==> src/rtl/uart_rx_core.sv <==
// UART receive core: start-bit validation, LSB-first data capture,
// stop-bit check, one-cycle valid / framing-error pulses.
module uart_rx_core #(
    parameter int unsigned CLKS_PER_BIT = 434
) (
    input  logic       clk_i,
    input  logic       rst_n_i,
    input  logic       rx_i,
    input  logic       fall_i,
    output logic [7:0] data_o,
    output logic       valid_o,
    output logic       frame_err_o,
    output logic       busy_o
);

    localparam int unsigned CW = $clog2(CLKS_PER_BIT);
    localparam logic [CW-1:0] HALF_LAST = CW'(CLKS_PER_BIT / 2 - 1);
    localparam logic [CW-1:0] BIT_LAST  = CW'(CLKS_PER_BIT - 1);

    typedef enum logic [1:0] {
        IDLE,
        START,
        DATA,
        STOP
    } state_t;

    state_t        state;
    logic [CW-1:0] cnt;
    logic [2:0]    idx;
    logic [7:0]    shreg;

    always_ff @(posedge clk_i or negedge rst_n_i) begin
        if (!rst_n_i) begin
            state       <= IDLE;
            cnt         <= '0;
            idx         <= '0;
            shreg       <= '0;
            data_o      <= '0;
            valid_o     <= 1'b0;
            frame_err_o <= 1'b0;
        end else begin
            valid_o     <= 1'b0;
            frame_err_o <= 1'b0;
            unique case (state)
                IDLE: begin
                    if (fall_i) begin
                        state <= START;
                        cnt   <= '0;
                    end
                end
                // A high line at mid-start-bit means the edge was noise.
                START: begin
                    if (cnt == HALF_LAST) begin
                        cnt   <= '0;
                        idx   <= '0;
                        state <= rx_i ? IDLE : DATA;
                    end else begin
                        cnt <= cnt + 1'b1;
                    end
                end
                DATA: begin
                    if (cnt == BIT_LAST) begin
                        cnt   <= '0;
                        shreg <= {rx_i, shreg[7:1]};
                        idx   <= idx + 3'd1;
                        if (idx == 3'd7) begin
                            state <= STOP;
                        end
                    end else begin
                        cnt <= cnt + 1'b1;
                    end
                end
                // Leave at mid-stop-bit so a back-to-back start edge is seen.
                STOP: begin
                    if (cnt == BIT_LAST) begin
                        cnt   <= '0;
                        state <= IDLE;
                        if (rx_i) begin
                            data_o  <= shreg;
                            valid_o <= 1'b1;
                        end else begin
                            frame_err_o <= 1'b1;
                        end
                    end else begin
                        cnt <= cnt + 1'b1;
                    end
                end
                default: state <= IDLE;
            endcase
        end
    end

    assign busy_o = (state != IDLE);

endmodule

==> config.mk <==
export PLATFORM = sky130hd
export DESIGN_NAME = uart_rx_core
export DESIGN_NICKNAME = d
export VERILOG_FILES = /design/src/rtl/uart_rx_core.sv
export SDC_FILE = /design/constraint.sdc
export NUM_CORES = 1
export LEC_CHECK = 0
export CORE_MARGIN = 5
export CORE_UTILIZATION = 56
export DETAILED_ROUTE_END_ITERATION = 12
export PLACE_DENSITY = 0.78
export SLEW_MARGIN = 0
export SYNTH_ARGS = -nofsm -noshare
export SYNTH_HDL_FRONTEND = slang
export SYNTH_SLANG_ARGS = --single-unit
==> constraint.sdc <==
create_clock -name clk_i -period 4.9 [get_ports clk_i]
set_input_delay 0.98 -clock clk_i [delete_from_list [all_inputs] [get_ports clk_i]]
set_output_delay 0.98 -clock clk_i [all_outputs]
set_load 0.03 [all_outputs]
==> flow_summary.rst <==
.. list-table::
   :header-rows: 1

   * - Metric
     - Value
   * - Global-route met2 utilization
     - 26.68%
   * - Clock tree from TritonCTS
     - done
   * - Portion of total power attributed to the clock network
     - 27.8%
   * - Most frequent cells in the layout
     - 32 x dfrtp_1, 19 x nand2_1, 14 x clkdlybuf4s50_1
   * - Number of instances on the worst hold path
     - 1
   * - Final setup margin
     - 2131 ps
   * - Worst setup slack before clock tree synthesis
     - 2370 ps
   * - Count of TritonRoute iterations in the first routing pass
     - 4
   * - Dominant combinational cell family by area after synthesis
     - simple AND/OR/NAND/NOR gates
   * - Vias post-DR
     - 1024
   * - Total Die Area
     - 3918 sq um
   * - Layout overhead on the synthesized area
     - 15.99%
   * - Share of power burned in combinational logic
     - 21.6%
   * - Count of state elements after synthesis
     - 32
   * - Cells after Synth
     - 133
   * - Max-slew violation total from the final report
     - 0
   * - Total power draw
     - 713.4 uW
   * - Buffers & Inverters on Critical Path
     - 1
   * - Net count after synthesis
     - 142
   * - DP Wirelength
     - 1.910 mm
   * - Number of placed I/O pins
     - 15
   * - Detailed Route Iter0 Violations
     - 60
   * - Resized cells post-CTS
     - 0
   * - Total clock sinks
     - 32
   * - Arrival time reported for the critical path endpoint
     - 1790 ps
   * - Cell at the root of the clock tree
     - clkbuf_4
   * - Reg power frac
     - 50.6%
   * - Origin of the worst min-delay path
     - shreg[0]
   * - Placer's final routability congestion estimate
     - 0.8648
   * - Worst path required time
     - 3920 ps
   * - Number of buffers inserted by hold repair at cts
     - 0
   * - Yosys warning count
     - 0
   * - Final hold vios
     - 0
   * - Starting density of the core
     - 57.16%
   * - Kind of launch point of the worst setup path
     - register
   * - Die extent in x
     - 62.60 um
   * - Post-CTS setup-driven buffer insertion count
     - 0
   * - Commonest non-fill, non-tap cell in the layout
     - dfrtp_1
   * - Tcrit/Tclk final
     - 56.51%
   * - Post-detailed-routing wire length
     - 2.668 mm
   * - Post-route minimum period
     - 2769 ps
   * - Number of levels in the clock H-tree
     - 2
   * - Vertical die dimension
     - 62.60 um
   * - Count of distinct cell types in the synthesized netlist
     - 33
   * - Leakage power of the design
     - 0.8465 nW
   * - Initial antenna violation count
     - 0
   * - Worst setup EP type
     - output pin
   * - Crit Path Class
     - reg2out
   * - Clock skew after layout
     - 9.095 ps
   * - Setup repair after global routing missed its margin
     - false
   * - Post-synthesis instance area
     - 1549 sq um
   * - Setup TNS Final
     - 0 ps
   * - Mux contribution to synthesized area
     - 13.33%
   * - Register area
     - 800.8 sq um
   * - Tightest Pin Transition
     - 988.4 ps
   * - Critical R2R Launch
     - cnt[0]
   * - Crit path largest cell delay
     - 600 ps
   * - Minimum setup slack among reg-to-reg paths
     - 3080 ps
   * - Status
     - completed
   * - Top Family by Delay on Critical Path
     - buffers and inverters
   * - Post-detailed-route DRC marker count
     - 0
   * - Post-synthesis compound-gate area fraction
     - 7.754%
   * - Via count of the first global-routing pass
     - 1065
   * - Layout cells sized above 1
     - 22.22%
   * - P_int
     - 477.6 uW
   * - Clock latency of the later-clocked register in the worst-skew pair
     - 340 ps
   * - Reg-to-Reg End
     - cnt[3]
   * - Final layout net count
     - 161
   * - Count of standard-cell rows
     - 19
   * - Area of combinational cells with multiple inputs
     - 721.9 sq um
   * - Syn avg cell area
     - 11.65 sq um
   * - Max transition margin
     - 33.60%
   * - Share of flip-flops with an asynchronous set or reset
     - 100.0%
   * - Final core utilization
     - 66.30%
   * - Overall global routing resource usage
     - 16.09%
   * - Vias per std cell
     - 5.565
   * - Detail Route Antenna Nets
     - 0
   * - Pwr per Cell Area
     - 397.1 nW/um^2
   * - Highest fanout seen on the critical path
     - 11
   * - Post-Synth XOR/XNOR Area
     - 1.696%
   * - Clk buf depth
     - 2
   * - Port-buffer cells
     - 14
   * - Leading register cell type out of synthesis
     - dfrtp_1
   * - GR Overflow Total
     - 0
   * - Maximum number of pins on one net before global-route repair
     - 33
   * - Clock-pin slew on the worst setup and hold paths
     - 100 ps
   * - Number of enable flip-flop cells after synthesis
     - 0
   * - Global-route layer with the greatest usage
     - met2
   * - GR Util met3
     - 5.755%
   * - Worst min-delay path endpoint
     - data_o[0]
   * - Peak Freq
     - 361.2 MHz
   * - Sw power
     - 235.8 uW
   * - Slowest cell on the critical path
     - clkdlybuf4s50_1
   * - Switching power as a share of total power
     - 33.05%
   * - Detailed-route wire length per cell
     - 14.50 um
   * - Crit path cell chain
     - or2_2, clkdlybuf4s50_1
   * - Final setup violation count
     - 0
   * - Total stage count of the critical path
     - 2
   * - Wire length of the first global-routing pass
     - 5.023 mm
   * - Max capacitance violation total
     - 0
   * - TritonCTS Buffers
     - 5
   * - Placeable core region
     - 2710 sq um
   * - Post-synthesis adder-cell area fraction
     - 4.039%
   * - Worst min-delay path category
     - reg2reg
   * - Simple-gate share of the synthesized area
     - 19.79%
   * - Met1 Track Usage GR
     - 18.50%
   * - Number of diodes
     - 0
   * - Fillers
     - 208
   * - Count of cells along the worst register-to-register path
     - 6
   * - Part of the Yosys area used for sequential elements
     - 51.70%
   * - VDD IR max
     - 0.0003637 V
-- logic make-up (layout without fill, tap and decap cells) --
kind of cell,count (synthesis),after routing
xor+xnor,3,3
compound gates,19,19
fa+ha+maj,5,5
mux,17,17
flops,32,32
simple gates,52,52
buf+inv,5,25
-- synthesized netlist by cell type (3+ instances only) --
library cell | instances | area share, %
dfrtp_1 | 32 | 52
nor2_1 | 3 | 0.73
mux2_4 | 4 | 3.9
ha_1 | 5 | 4.0
nor2b_1 | 3 | 1.2
nor3_1 | 6 | 1.9
nand2b_1 | 3 | 1.2
o22ai_1 | 4 | 1.6
nand2_1 | 19 | 4.6
nand3_1 | 7 | 2.3
mux2_2 | 13 | 9.5
o21ai_0 | 8 | 2.6
o21a_1 | 3 | 1.5
-- metal layers --
layer,routed length (um),up-vias
met4,42,0
li1,-,507
met5,0,-
met2,1362,25
met1,1119,487
met3,143,5
-- how the worst max path moves through the flow --
stage / endpoint / slack, ps
3_5_place_dp: cnt[3] / 2370
6_report: busy_o / 2130
4_1_cts: busy_o / 2110
2_1_floorplan: busy_o / 2970
5_1_grt: busy_o / 2050
3_3_place_gp: data_o[6] / 2490
-- metrics by stage --
step	cell area, sq um	hold slack, ps	std cells
after floorplan	1549	464.0	133
after global placement	1717	481.7	176
after detailed placement	1717	493.0	176
after CTS	1797	515.8	184
after global routing	1797	530.7	184
final	1797	511.7	184
-- layout make-up --
class,instances,area share [%]
multi-input cells,96,40.18
inverters,2,0.4178
clock inverters,3,2.368
repair buffers,15,8.217
well taps,31,2.159
flip-flops and latches,32,44.57
clock buffers,5,2.089
-- state kept, by name (all words and copies together) (netlist names), named ones only --
signal / count
idx: 3
state: 1
frame_err_o: 1
valid_o: 1
data_o: 8
cnt: 9
shreg: 8
-- power by group through the flow --
| stage | Clock (mW) | Sequential, mW | Combinational (mW) |
|---|---|---|---|
| floorplan | 0 | 0.344 | 0.124 |
| global placement | 0 | 0.363 | 0.144 |
| detailed placement | 0 | 0.366 | 0.154 |
| CTS | 0.208 | 0.360 | 0.155 |
| global route | 0.220 | 0.369 | 0.178 |
| finish | 0.198 | 0.361 | 0.154 |
-- worst reg2reg max path, cell delays in order, from the launching register on --
cell     delay [ps]
dfrtp_1         460
inv_1            90
ha_1            130
nor4b_1         500
a21oi_2         210
nor2_2          200
o21ai_0         120
No activity file was read; power rests on OpenSTA's default activity.
